[src/rtl/hazard_controller_pkg.sv]
// Shared definitions for the pipeline hazard controller.
//   state_t     : sequencing FSM state encoding (RUN / WAIT / ERR)
//   FWD_*       : ALU operand forward-select codes
//   WAIT_LIMIT  : terminal value of the memory wait counter
package hazard_controller_pkg;

  typedef enum logic [1:0] {
    ST_RUN  = 2'b00,
    ST_WAIT = 2'b01,
    ST_ERR  = 2'b10
  } state_t;

  localparam logic [1:0] FWD_RF  = 2'b00;
  localparam logic [1:0] FWD_WB  = 2'b01;
  localparam logic [1:0] FWD_MEM = 2'b10;

  localparam logic [3:0] WAIT_LIMIT = 4'd15;

endpackage

[src/rtl/hazard_controller_forward_unit.sv]
// Operand forwarding select for one ALU source.
//   rs_e_i                       : source register of the Execute instruction
//   rd_m_i, reg_write_m_i        : Memory-stage destination and write enable
//   rd_w_i, reg_write_w_i        : Writeback-stage destination and write enable
//   fwd_sel_o                    : 00 register file, 01 Writeback, 10 Memory
module forward_unit
  import hazard_controller_pkg::*;
(
  input  logic [4:0] rs_e_i,
  input  logic [4:0] rd_m_i,
  input  logic [4:0] rd_w_i,
  input  logic       reg_write_m_i,
  input  logic       reg_write_w_i,
  output logic [1:0] fwd_sel_o
);

  // Memory stage holds the younger result, so it is checked first.
  always_comb begin
    fwd_sel_o = FWD_RF;
    if (reg_write_m_i && (rd_m_i != 5'd0) && (rd_m_i == rs_e_i)) begin
      fwd_sel_o = FWD_MEM;
    end else if (reg_write_w_i && (rd_w_i != 5'd0) && (rd_w_i == rs_e_i)) begin
      fwd_sel_o = FWD_WB;
    end
  end

endmodule

[src/rtl/hazard_controller.sv]
// Pipeline hazard controller: forwarding, load-use stall, branch flush,
// data-memory wait sequencing with a timeout into a sticky error state,
// and a saturating count of stalled fetch cycles.
//   clk, rst                        : pipeline clock (falling edge), async active-low reset
//   Rs1D, Rs2D                      : Decode sources
//   Rs1E, Rs2E, RdE                 : Execute sources / destination
//   RdM, RdW, RegWriteM, RegWriteW  : Memory / Writeback destinations and enables
//   ResultSrcE, PCSrcE              : Execute load flag, branch taken
//   MemReqM, MemReadyM              : data-memory request / acknowledge
//   ForwardAE, ForwardBE            : ALU operand selects
//   StallF/D/E/M, FlushD/E          : pipeline register hold / clear
//   MemErr, StallCount              : sticky timeout flag, stalled fetch cycles
//
// state | meaning
// RUN   | normal operation, wait counter held at 0
// WAIT  | memory access outstanding, counter advances each cycle
// ERR   | memory timed out; everything stalled until reset
module hazard_controller
  import hazard_controller_pkg::*;
(
  input  logic        clk,
  input  logic        rst,
  input  logic [4:0]  Rs1D,
  input  logic [4:0]  Rs2D,
  input  logic [4:0]  Rs1E,
  input  logic [4:0]  Rs2E,
  input  logic [4:0]  RdE,
  input  logic [4:0]  RdM,
  input  logic [4:0]  RdW,
  input  logic        RegWriteM,
  input  logic        RegWriteW,
  input  logic        ResultSrcE,
  input  logic        PCSrcE,
  input  logic        MemReqM,
  input  logic        MemReadyM,
  output logic [1:0]  ForwardAE,
  output logic [1:0]  ForwardBE,
  output logic        StallF,
  output logic        StallD,
  output logic        StallE,
  output logic        StallM,
  output logic        FlushD,
  output logic        FlushE,
  output logic        MemErr,
  output logic [15:0] StallCount
);

  state_t      state_q;
  logic [3:0]  wait_cnt_q;
  logic        mem_err_q;
  logic [15:0] stall_cnt_q;
  logic [15:0] stall_cnt_d;

  logic [1:0]  fwd_a;
  logic [1:0]  fwd_b;
  logic        mem_wait;
  logic        lw_stall;
  logic        hold_all;
  logic        flush_ok;

  forward_unit u_fwd_a (
    .rs_e_i        (Rs1E),
    .rd_m_i        (RdM),
    .rd_w_i        (RdW),
    .reg_write_m_i (RegWriteM),
    .reg_write_w_i (RegWriteW),
    .fwd_sel_o     (fwd_a)
  );

  forward_unit u_fwd_b (
    .rs_e_i        (Rs2E),
    .rd_m_i        (RdM),
    .rd_w_i        (RdW),
    .reg_write_m_i (RegWriteM),
    .reg_write_w_i (RegWriteW),
    .fwd_sel_o     (fwd_b)
  );

  // Outputs are forced to their idle values while reset is low.
  assign ForwardAE = rst ? fwd_a : FWD_RF;
  assign ForwardBE = rst ? fwd_b : FWD_RF;

  assign mem_wait = MemReqM & ~MemReadyM;
  assign lw_stall = ResultSrcE && (RdE != 5'd0) && ((RdE == Rs1D) || (RdE == Rs2D));

  // A memory wait or timeout freezes the whole pipe and masks flushes;
  // otherwise a taken branch overrides a load-use stall.
  assign hold_all = rst & (mem_wait | (state_q == ST_ERR));
  assign flush_ok = rst & ~hold_all;

  assign StallF = hold_all | (flush_ok & lw_stall & ~PCSrcE);
  assign StallD = StallF;
  assign StallE = hold_all;
  assign StallM = hold_all;
  assign FlushD = flush_ok & PCSrcE;
  assign FlushE = flush_ok & (PCSrcE | lw_stall);

  assign MemErr     = mem_err_q;
  assign StallCount = stall_cnt_q;

  always_ff @(negedge clk or negedge rst) begin
    if (!rst) begin
      state_q    <= ST_RUN;
      wait_cnt_q <= 4'd0;
      mem_err_q  <= 1'b0;
    end else begin
      case (state_q)
        ST_RUN: begin
          wait_cnt_q <= 4'd0;
          if (mem_wait) begin
            state_q <= ST_WAIT;
          end
        end
        ST_WAIT: begin
          if (MemReadyM) begin
            state_q    <= ST_RUN;
            wait_cnt_q <= 4'd0;
          end else if (wait_cnt_q == WAIT_LIMIT - 4'd1) begin
            // Counter reaches the limit on this edge with no acknowledge.
            state_q    <= ST_ERR;
            wait_cnt_q <= WAIT_LIMIT;
            mem_err_q  <= 1'b1;
          end else begin
            wait_cnt_q <= wait_cnt_q + 4'd1;
          end
        end
        ST_ERR: begin
          mem_err_q <= 1'b1;
        end
        default: begin
          state_q    <= ST_RUN;
          wait_cnt_q <= 4'd0;
        end
      endcase
    end
  end

  assign stall_cnt_d = (StallF && (stall_cnt_q != 16'hFFFF)) ? stall_cnt_q + 16'd1
                                                             : stall_cnt_q;

  always_ff @(negedge clk or negedge rst) begin
    if (!rst) begin
      stall_cnt_q <= 16'd0;
    end else begin
      stall_cnt_q <= stall_cnt_d;
    end
  end

endmodule

[config.mk]
export PLATFORM = sky130hd
export DESIGN_NAME = hazard_controller
export DESIGN_NICKNAME = d
export VERILOG_FILES = /design/src/rtl/hazard_controller_pkg.sv /design/src/rtl/hazard_controller_forward_unit.sv /design/src/rtl/hazard_controller.sv
export SDC_FILE = /design/constraint.sdc
export NUM_CORES = 1
export LEC_CHECK = 0
export BUFFER_PORTS_ARGS = -buffer_cell sky130_fd_sc_hd__buf_2
export CAP_MARGIN = 10
export CORE_MARGIN = 10
export CORE_UTILIZATION = 48
export DETAILED_ROUTE_END_ITERATION = 10
export GPL_TIMING_DRIVEN = 0
export PLACE_DENSITY = 0.82
export SYNTH_ARGS = -nofsm -noshare
export SYNTH_HDL_FRONTEND = slang
export SYNTH_SLANG_ARGS = --single-unit
[constraint.sdc]
create_clock -name clk -period 2.54 [get_ports clk]
set_clock_uncertainty 0.2 [all_clocks]
set_input_delay 0.254 -clock clk [delete_from_list [all_inputs] [get_ports clk]]
set_output_delay 0.254 -clock clk [all_outputs]
set_load 0.1 [all_outputs]
# Yosys cells after proc, flatten, opt, wreduce, memory -nomap -nowiden
# Index checks and enable logic that the tools add are counted.
dict set report word_totals {
  latch_bits 0
  mem_bits_ro 0
  n_memories 0
  ff_bits 23
  input_bits 43
  out_inout_bits 27
  mem_bits_rw 0
  wordCells 67
}
dict set report op_classes {
  div 0
  shifts 0
  magnitude_cmp 0
  n_eq_ne 14
  bitwise 14
  reduce_logical 17
  n_addsub 2
  mux 16
  n_mul 0
}
# operator count
set op_table {}
lappend op_table {{5-bit equality test} 6}
lappend op_table {{16-bit by 1-bit adder with 16-bit output (second input constant)} 1}
lappend op_table {{16-bit inequality test (second input constant)} 1}
lappend op_table {{5-bit nonzero test} 3}
lappend op_table {{2-bit 2-to-1 mux} 7}
lappend op_table {{1-bit logical AND} 9}
lappend op_table {{4-bit 2-to-1 mux} 2}
lappend op_table {{4-bit one-hot mux with 2 select lines} 1}
lappend op_table {{1-bit AND} 7}
lappend op_table {{2-bit inequality test (second input constant)} 3}
lappend op_table {{2-bit one-hot mux with 3 select lines} 1}
lappend op_table {{3-bit AND reduction} 2}
lappend op_table {{4-bit by 1-bit adder with 4-bit output (second input constant)} 1}
lappend op_table {{4-bit equality test (second input constant)} 1}
lappend op_table {{1-bit 2-to-1 mux} 4}
lappend op_table {{1-bit NOT} 4}
lappend op_table {{3-bit inequality test (second input constant)} 1}
lappend op_table {{1-bit bitwise OR} 3}
lappend op_table {{2-bit by 1-bit equality test with 1-bit output (second input constant)} 1}
lappend op_table {{2-bit equality test (second input constant)} 1}
lappend op_table {{2-bit logical NOT} 1}
lappend op_table {{1-bit one-hot mux with 2 select lines} 1}
lappend op_table {{2-bit nonzero test} 1}
lappend op_table {{1-bit logical OR} 1}

# Depth between registers and ports, before layout
dict set report logic_depth {
  word_depth 10
  ltp_mapped 7
  ltp_nobuf 7
}

# Hierarchy
# A second synthesis with hierarchy kept.
dict set report hier_totals {
  hier_cells 173
  hier_area_um2 1682.9
}
# mod n_inst seq_area_each_um2 cells_per_inst area_per_inst_um2
set by_module_without_submodules {}
lappend by_module_without_submodules {hazard_controller 1 575.6 133 1380.1}
lappend by_module_without_submodules {forward_unit 2 0.0 20 151.4}

==> qor.yml <==
outcome: "finished, violations left"
violations: "setup timing"
crit_type: "flip-flop to output pin"
coreArea_mm2: 0.003337
critPathMaxFanout: 3
setup_viol: 39
max-slew-margin-rel_pct: 48.66
synth-async-reset-ratio_pct: 100.0
yosysMostFrequentCell: "xor2_1"
synth_edf_count: 0
first_global_vias: 2096
ys_ff_latch: 23
grt_max_degree: 29
rsz0062_at_grt: "yes"
areaGrowthSynthToFinish_pct: 79.35
regToRegEndpoint: "StallCount[1]"
end_kind: "output pin"
max-clock-path-buffers: 2
total_power_w: 0.001825
top_level_ports: 70
syn_area_per_cell_um2: 9.867
grt_pass1_wl_um: 10840
worstMarginPinSlew_ns: 0.7631
cts_tree: "done"
slew_violations: 0
setup_tns_ns: -19.42
min_from: "wait_cnt_q[1]"
grtUsageMet3_pct: 7.062
crit_start: "state_q[0]"
use_met1_pct: 21.14
worstHoldPathCells: 1
routabilityCongestion: 0.8301
place_hpwl_um: 3636
io_buffers: 69
cp.arrival_ns: 2.99
drv_cap: 0
worst_ep_required_time_ns: 2.09
drive_above_1_share_pct: 53.90
overflow: 0
die_w_um: 78.59
syn_area_mm2: 0.001648
dp_slack_ns: -1.153
clk_pin_slew_ns: 0.09
grtUsageTotal_pct: 22.19
htree_levels: 1
hold_class: "flip-flop to flip-flop"
die_area_mm2: 0.006176
holdPathEnd: "wait_cnt_q[1]"
synth_cell_types: 42
cp-start-kind: "flip-flop"
irDropWorstVdd_mv: 0.4936
cellPowerDensity_mw_per_mm2: 617.4
top_usage_layer: "met2"
drt-pass1-iter-count: 5
reg2reg_setup_slack_ns: -0.35
power_leakage_nw: 1.358
synth-main-ff-cell: "dfrtn_1"
drc: 0
die_h_um: 78.59
synth_common_cells: "26 x xor2_1, 23 x dfrtn_1, 19 x xnor2_1, 11 x nand2_1, 11 x nand3_1"
placed_cells: 282
wirelength_um: 8509
cts.sinks: 23
antenna_left: 0
ys_top_cells_by_area: "dfrtn_1 35%, xor2_1 14%, xnor2_1 10%"
rows: 21
hold_viol: 0
fillerInstances: 142
seq_area_frac_synth_pct: 34.93
yosys_warnings: 0
root_buffer: "clkbuf_4"
finalNonFillerCells: 329
ff2ff_path_depth: 8
clock_latency_ns: 0.33
drt_iter0_drc: 211
yosys.area.top_type: "dfrtn_1"
fin_ws_ns: -0.9079
synthCells: 167
vias: 2009
antenna_found_initial: 0
fin_util_pct: 88.56
fin_nets: 329
wire_per_inst_um: 25.86
avgViaCountPerCell: 6.106
cts_buffers: 3
hold_buffers: 0
synth_nets: 213
start_util_pct: 49.38
r2r_start: "StallCount[1]"
netlist.area_leader.share_pct: 34.93
gr-usage-met2_pct: 39.97
-- per-layer routing --
| metal | wire length (um) | part of all wire [%] | vias to the layer above |
|---|---|---|---|
| li1 | - | - | 824 |
| met4 | 624 | 7.3 | 0 |
| met3 | 850 | 10 | 66 |
| met1 | 2823 | 33 | 918 |
| met2 | 4211 | 49 | 201 |
| met5 | 0 | 0 | - |
-- state kept, by name, indices dropped and copies added (netlist names) --
signal      count
state_q         2
wait_cnt_q      4
MemErr          1
StallCount     16
-- cell usage in the layout, fill, tap and decap left out, drive strengths merged, types with 8 or more instances in the layout --
| cell | instances |
|---|---|
| buf | 111 |
| o21ai | 8 |
| xnor2 | 19 |
| xor2 | 26 |
| nand3 | 11 |
| nor2 | 9 |
| nor3 | 8 |
| dfrtn | 23 |
| nand2 | 11 |
-- cell type report --
cell class	instances	area (um2)	area share (%)
Inverter	5	22.52	0.7621
Timing Repair Buffer	111	1042	35.27
Multi-Input combinational cell	137	1192	40.35
Clock inverter	1	5.005	0.1693
Buffer	2	35.03	1.185
Antenna cell	1	2.502	0.08467
Sequential cell	23	575.6	19.48
Clock buffer	3	22.52	0.7621
Tap cell	46	57.56	1.948
-- metrics by stage --
stage | hold slack (ns) | instance area (um2)
floorplan | 0.2638 | 1782
global placement | 0.2110 | 2185
detailed placement | 0.2285 | 2185
CTS | 0.3017 | 2863
global route | 0.3932 | 2953
finish | 0.3965 | 2955
-- how the worst max path moves through the flow --
stage	endpoint	slack (ns)	cells past startpoint
finish	StallF	-0.91	7
global route	StallF	-0.96	7
detailed placement	StallF	-1.15	7
floorplan	StallM	-0.89	4
global placement	StallF	-1.12	7
CTS	StallF	-0.87	7
-- critical path, cell delays in order (launching register included) --
cell	delay (ns)
dfrtn_1	0.47
or2b_4	0.16
nand3b_4	0.09
nor3_4	0.24
nand2_4	0.10
nand2_8	0.08
buf_8	0.09
buf_12	0.16
-- cell families after synthesis --
logic type | count (synthesis) | share of synthesized area, %
multiplexers | 2 | 1.518
flip-flops | 23 | 34.93
AO/OA/AOI/OAI | 22 | 11.54
AND/OR/NAND/NOR | 65 | 23.77
XOR/XNOR | 45 | 23.92
buffers and inverters | 7 | 2.050
adder cells (fa/ha/maj) | 3 | 2.278
-- what timing repair did --
| item | 4_1_cts | 5_1_grt |
|---|---|---|
| hold endpoints to repair | 0 | 0 |
| gates resized for setup | 107 | 7 |
| pin swaps | 9 | 6 |
| setup buffers | 33 | 11 |
| endpoints found under the setup margin | 41 | 41 |
-- where the power goes --
group	switching [W]	internal (W)	total, W	leakage [nW]
clock	0.000135	0.0000594	0.000194	0.0177
sequential	0.0000689	0.000424	0.000493	0.296
combinational	0.000702	0.000436	0.00114	1.04
No activity file was read; power rests on OpenSTA's default activity.
